## src/rtl/shift_pkg.sv

```systemverilog
// rtl/shift_pkg.sv - shared types and constants for the shift arbiter
package shift_pkg;

  localparam int XLEN    = 32;
  localparam int SHAMT_W = 5;

  typedef enum logic [1:0] {
    SHIFT_SLL = 2'b00,
    SHIFT_SRL = 2'b01,
    SHIFT_SRA = 2'b10,
    SHIFT_ILL = 2'b11
  } shift_op_e;

  typedef enum logic {
    RSP_EMPTY = 1'b0,
    RSP_FULL  = 1'b1
  } rsp_state_e;

endpackage

```

## src/rtl/shift_core.sv

```systemverilog
// rtl/shift_core.sv - combinational five-stage logarithmic shifter
module shift_core
  import shift_pkg::*;
(
  input  logic [XLEN-1:0]    data,
  input  logic [SHAMT_W-1:0] shamt,
  input  shift_op_e          op,
  output logic [XLEN-1:0]    result,
  output logic               illegal
);

  logic [XLEN-1:0] cur;
  logic            fill;
  logic            left;

  // Stages of 1, 2, 4, 8, 16; right shifts OR in a fill mask so SRA replicates the sign bit.
  always_comb begin
    left    = (op == SHIFT_SLL);
    fill    = (op == SHIFT_SRA) ? data[XLEN-1] : 1'b0;
    illegal = (op == SHIFT_ILL);
    cur     = data;
    for (int s = 0; s < SHAMT_W; s++) begin
      if (shamt[s]) begin
        if (left) begin
          cur = cur << (1 << s);
        end else begin
          cur = (cur >> (1 << s)) | ({XLEN{fill}} & ~({XLEN{1'b1}} >> (1 << s)));
        end
      end
    end
    result = illegal ? data : cur;
  end

endmodule

```

## src/rtl/shift_arbiter.sv

```systemverilog
// rtl/shift_arbiter.sv - round-robin arbiter sharing one shifter among requesters
module shift_arbiter
  import shift_pkg::*;
#(
  parameter int  NUM_REQ = 2,
  localparam int ID_W    = $clog2(NUM_REQ)
) (
  input  logic                       i_clk,
  input  logic                       i_reset,
  input  logic [NUM_REQ-1:0]         i_req_valid,
  output logic [NUM_REQ-1:0]         o_req_ready,
  input  logic [NUM_REQ*XLEN-1:0]    i_req_data,
  input  logic [NUM_REQ*SHAMT_W-1:0] i_req_shamt,
  input  logic [NUM_REQ*2-1:0]       i_req_op,
  output logic                       o_rsp_valid,
  input  logic                       i_rsp_ready,
  output logic [XLEN-1:0]            o_rsp_result,
  output logic [ID_W-1:0]            o_rsp_id,
  output logic                       o_rsp_illegal
);

  rsp_state_e          state_q, state_d;
  logic [ID_W-1:0]     rr_ptr, ptr_next, grant_idx;
  logic                grant_valid, can_accept, accept;
  logic [XLEN-1:0]     sel_data, core_result;
  logic [SHAMT_W-1:0]  sel_shamt;
  shift_op_e           sel_op;
  logic                core_illegal;

  // Scan valids starting at rr_ptr, wrapping, and take the first one found.
  always_comb begin : grant_scan
    int j;
    grant_valid = 1'b0;
    grant_idx   = '0;
    j           = 0;
    for (int i = 0; i < NUM_REQ; i++) begin
      j = int'(rr_ptr) + i;
      if (j >= NUM_REQ) j = j - NUM_REQ;
      if (!grant_valid && i_req_valid[ID_W'(j)]) begin
        grant_valid = 1'b1;
        grant_idx   = ID_W'(j);
      end
    end
  end

  // Payload mux onto the single shared shifter.
  always_comb begin
    sel_data  = '0;
    sel_shamt = '0;
    sel_op    = SHIFT_SLL;
    for (int k = 0; k < NUM_REQ; k++) begin
      if (grant_idx == ID_W'(k)) begin
        sel_data  = i_req_data[k*XLEN +: XLEN];
        sel_shamt = i_req_shamt[k*SHAMT_W +: SHAMT_W];
        sel_op    = shift_op_e'(i_req_op[k*2 +: 2]);
      end
    end
  end

  shift_core u_core (
    .data    (sel_data),
    .shamt   (sel_shamt),
    .op      (sel_op),
    .result  (core_result),
    .illegal (core_illegal)
  );

  assign o_rsp_valid = (state_q == RSP_FULL);
  assign can_accept  = !o_rsp_valid || i_rsp_ready;
  assign accept      = |o_req_ready;
  assign ptr_next    = (int'(grant_idx) == NUM_REQ - 1) ? '0 : grant_idx + 1'b1;

  // One-hot ready to the granted requester; suppressed during reset so nothing is accepted.
  always_comb begin
    o_req_ready = '0;
    if (!i_reset && can_accept && grant_valid) o_req_ready[grant_idx] = 1'b1;
  end

  // Response occupancy: fill on accept, empty on drain without refill.
  always_comb begin
    state_d = state_q;
    case (state_q)
      RSP_EMPTY: if (accept) state_d = RSP_FULL;
      RSP_FULL:  if (!accept && i_rsp_ready) state_d = RSP_EMPTY;
      default:   state_d = RSP_EMPTY;
    endcase
  end

  // State register.
  always_ff @(posedge i_clk) begin
    if (i_reset) state_q <= RSP_EMPTY;
    else         state_q <= state_d;
  end

  // Response payload and round-robin pointer advance only on accept; otherwise they hold.
  always_ff @(posedge i_clk) begin
    if (i_reset) begin
      o_rsp_result  <= '0;
      o_rsp_id      <= '0;
      o_rsp_illegal <= 1'b0;
      rr_ptr        <= '0;
    end else if (accept) begin
      o_rsp_result  <= core_result;
      o_rsp_id      <= grant_idx;
      o_rsp_illegal <= core_illegal;
      rr_ptr        <= ptr_next;
    end
  end

endmodule

```

## config.mk

```make
export PLATFORM = sky130hd
export DESIGN_NAME = shift_arbiter
export DESIGN_NICKNAME = d
export VERILOG_FILES = /design/src/rtl/shift_pkg.sv /design/src/rtl/shift_core.sv /design/src/rtl/shift_arbiter.sv
export SDC_FILE = /design/constraint.sdc
export NUM_CORES = 1
export LEC_CHECK = 0
export ABC_AREA = 1
export CORE_ASPECT_RATIO = 1.5
export CORE_MARGIN = 2
export CORE_UTILIZATION = 56
export DETAILED_ROUTE_END_ITERATION = 8
export PLACE_DENSITY = 0.95
export SLEW_MARGIN = 15
export SYNTH_ARGS = -nofsm -noshare
export SYNTH_HDL_FRONTEND = slang
export SYNTH_SLANG_ARGS = --single-unit
```

## constraint.sdc

```tcl
create_clock -name i_clk -period 5.4 [get_ports i_clk]
set_input_delay 0.81 -clock i_clk [delete_from_list [all_inputs] [get_ports i_clk]]
set_output_delay 0.81 -clock i_clk [all_outputs]
set_load 0.02 [all_outputs]
```

==> flow_summary_export.csv <==
group,metric,value,unit
outcome,status,"finished, final reports clean",
logic_synthesis,synth_area,5220,um^2
worst_setup_path,reg2reg_depth,10,
logic_synthesis,ys_warn_count,0,
worst_setup_path,cp.required,5.61,ns
sta,fmax,234,MHz
logic_synthesis,ys_types,28,
grt,grt_max_degree,42,
layout,nets,1174,
route,drt_iter0_drc,1019,
logic_synthesis,netlist_top_cells_count,"nand2_1, nand3_1, inv_1",
worst_setup_path,worstSetupEndpointType,"register",
layout,fill_cells,890,
route,drcViolationCount,0,
worst_setup_path,path_class,"in2reg",
worst_setup_path,slowest_delay,0.93,ns
floorplanning,core,9150,um^2
sta,fin_tns_setup,0,ns
worst_setup_path,r2r_start,"rr_ptr",
cts,cts_hold_buf,0,
cts,cts-resized-gates,0,
cts,cts_buffers,5,
worst_setup_path,cp_num_buf_inv,5,
floorplanning,io_pins,120,
power,p_leak,0.00319,uW
floorplanning,rows,43,
route,dr_total_vias,7496,
route,wire_per_inst,17.3,um
sta,finalMaxSlewViolations,0,
sta,hold_violations,0,
floorplanning,initial_core_util,57.0,%
logic_synthesis,synthTopCellsByArea,"nand2_1, nand3_1, dfxtp_1",
sta,setup-violations-final,0,
grt,grt_usage,40.1,%
route,routed_wl,20800,um
layout,drive_gt1_share,5.22,%
worst_setup_path,cp_num_cells,12,
power,vdd_drop_max,0.227,mV
grt,antenna_found_initial,0,
cts,cts.sink_count,36,
worst_setup_path,worstPathMaxFanout,20,
worst_setup_path,cp-start-kind,"primary input",
cts,clock_tree.root_cell,"clkbuf_16",
worst_setup_path,path_cells,"clkdlybuf4s50_1 > buf_4 > nand2_4 > nand2_2 > nand2_4 > buf_4 > nor2_2 > buf_4 > buf_4 > nor2_1 > nand3_1 > a21oi_1",
sta,worst_slew_pin_slew,1.22,ns
sta,slew_headroom,18.1,%
sta,layout_min_cycle_time,4.28,ns
sta,post-route-period-util,79.3,%
logic_synthesis,syn_avg_cell_area,5.14,um^2
logic_synthesis,synth_largest_area_cell,"nand2_1",
sta,worst_hold_slack,0.447,ns
route,first_pass_iters,6,
route,ant_nets,0,
min_path,holdPathStages,2,
worst_setup_path,regToRegSetupSlack,1.46,ns
layout,seq_area,721,um^2
job,drv_cap,0,
worst_setup_path,path_delay_family,"simple AND/OR/NAND/NOR gates",
logic_synthesis,synth_fp_nets,1098,
logic_synthesis,yosysMostFrequentCell,"nand2_1",
cts,clk_latency,0.29,ns
cts,cts_tree,"done",
route,viasPerCell,6.23,
layout,multi_input_area,3940,um^2
grt,grt_pass1_vias,6638,
logic_synthesis,async_flop_share,0,%
cts,cts.htree.levels,2,
logic_synthesis,synth_top_area_share,31.0,%
grt,grt_overflow_total,0,
logic_synthesis,synth-seq-cells,36,
sta,rsz0062_at_grt,"false",
worst_setup_path,crit_slowest_cell,"nor2_1",
layout,antennaDiodeCount,0,
floorplanning,fp.dieH,122,um
placed_design,numPortBuffers,118,
cts,clk_pin_slew,0.06,ns
placed_design,dpl.hpwl,16000,um
logic_synthesis,synthCells,1015,
cts,post_cts_buffers,0,
worst_setup_path,worstPathArrival,4.49,ns
logic_synthesis,yosysSeqAreaShare,13.8,%
placed_design,pre_cts_slack,0.988,ns
cts,cts.path.max_buffers,2,
logic_synthesis,synth-edff-count,0,
grt,grt_pass1_wl,32800,um
floorplanning,die_area,10100,um^2
floorplanning,die_w,82.8,um
sta,finalClockSkew,0.00492,ns
worst_setup_path,cp_common_cell,"buf_4",
power,p_per_area,226,nW/um^2
min_path,worstHoldStart,"o_rsp_result[4]",
placed_design,gp_congestion,1.03,
min_path,hold_class,"reg2reg",
layout,syn_to_final_growth,24.1,%
worst_setup_path,crit_start,"i_req_valid[0]",
sta,setup_ws,1.12,ns
logic_synthesis,synth_ff_type,"dfxtp_1",
==> final cells by class <==
| type | instances | share of cell area, % |
|---|---|---|
| Clock buffer | 5 | 1.93 |
| Clock inverter | 3 | 0.657 |
| Inverter | 45 | 2.69 |
| Multi-Input combinational cell | 865 | 60.9 |
| Sequential cell | 36 | 11.1 |
| Tap cell | 112 | 2.16 |
| Timing Repair Buffer | 138 | 20.6 |
==> logic make-up after synthesis <==
family,synth area share [%]
simple gates,67.3
buf+inv,10.6
compound gates,8.04
flops,13.8
mux,0.216
==> stage by stage <==
step	util, %	cell area, um^2	power [uW]	instances
CTS	70.8	6470	1430	1204
detailed placement	68.9	6310	1100	1196
finish	70.8	6470	1470	1204
floorplan	-	5220	854	1015
global route	70.8	6470	1550	1204
global placement	68.9	6310	1100	1196
==> worst min-delay path: stages, from the launching register on <==
cell	delay, ns
dfxtp_1	0.30
nand2_1	0.06
nand2_1	0.04
==> flip-flops by register name (all words and copies together), names as in the netlist <==
name / flops
o_rsp_id: 1
o_rsp_illegal: 1
o_rsp_result: 32
o_rsp_valid: 1
rr_ptr: 1
==> layout by cell type, fill, tap and decap left out <==
cell             synthesis  layout
dfxtp_1                 36      36
nand2_4                  3       3
a22oi_1                 16      16
clkinv_2                 0       1
clkbuf_16                0       5
buf_4                    8      20
inv_2                    2       2
nand3_1                319     319
o21a_1                   1       1
a21oi_1                 37      37
mux2_1                   1       1
nand3_2                  6       6
inv_1                   40      40
o21ai_2                  1       1
nand2_2                  5       5
clkinv_1                 1       1
nand4_1                 11      11
a31oi_1                  1       1
inv_4                    2       2
nor2_4                   3       3
nand2_1                431     431
nor2_1                   8       8
o21ai_0                  5       5
o21ai_4                  1       1
nor2_2                   6       6
clkinvlp_4               0       1
o21ai_1                 10      10
clkdlybuf4s50_1          0     118
bufinv_16                0       1
==> metal layers <==
layer / part of all wire (%) / up-vias / GRT usage [%]
met4: 6.1 / 0 / 23.9
met2: 47 / 560 / 65.7
met5: 0 / - / 0
li1: - / 3536 / -
met3: 11 / 86 / 6.10
met1: 35 / 3314 / 49.6
==> report_power, final <==
group,internal [uW],switching (uW),leakage [uW]
clock network,217,117,0.0000798
registers,288,15.0,0.000294
logic,281,547,0.00282
total,786,679,0.00319
==> worst paths after layout <==
check / endpoint
hold reg to reg: o_rsp_result[4]
setup reg to reg: o_rsp_result[18]
setup / recovery: o_rsp_result[18]
hold / removal: o_rsp_result[4]
Note: power is estimated with default switching activity, not from simulation.
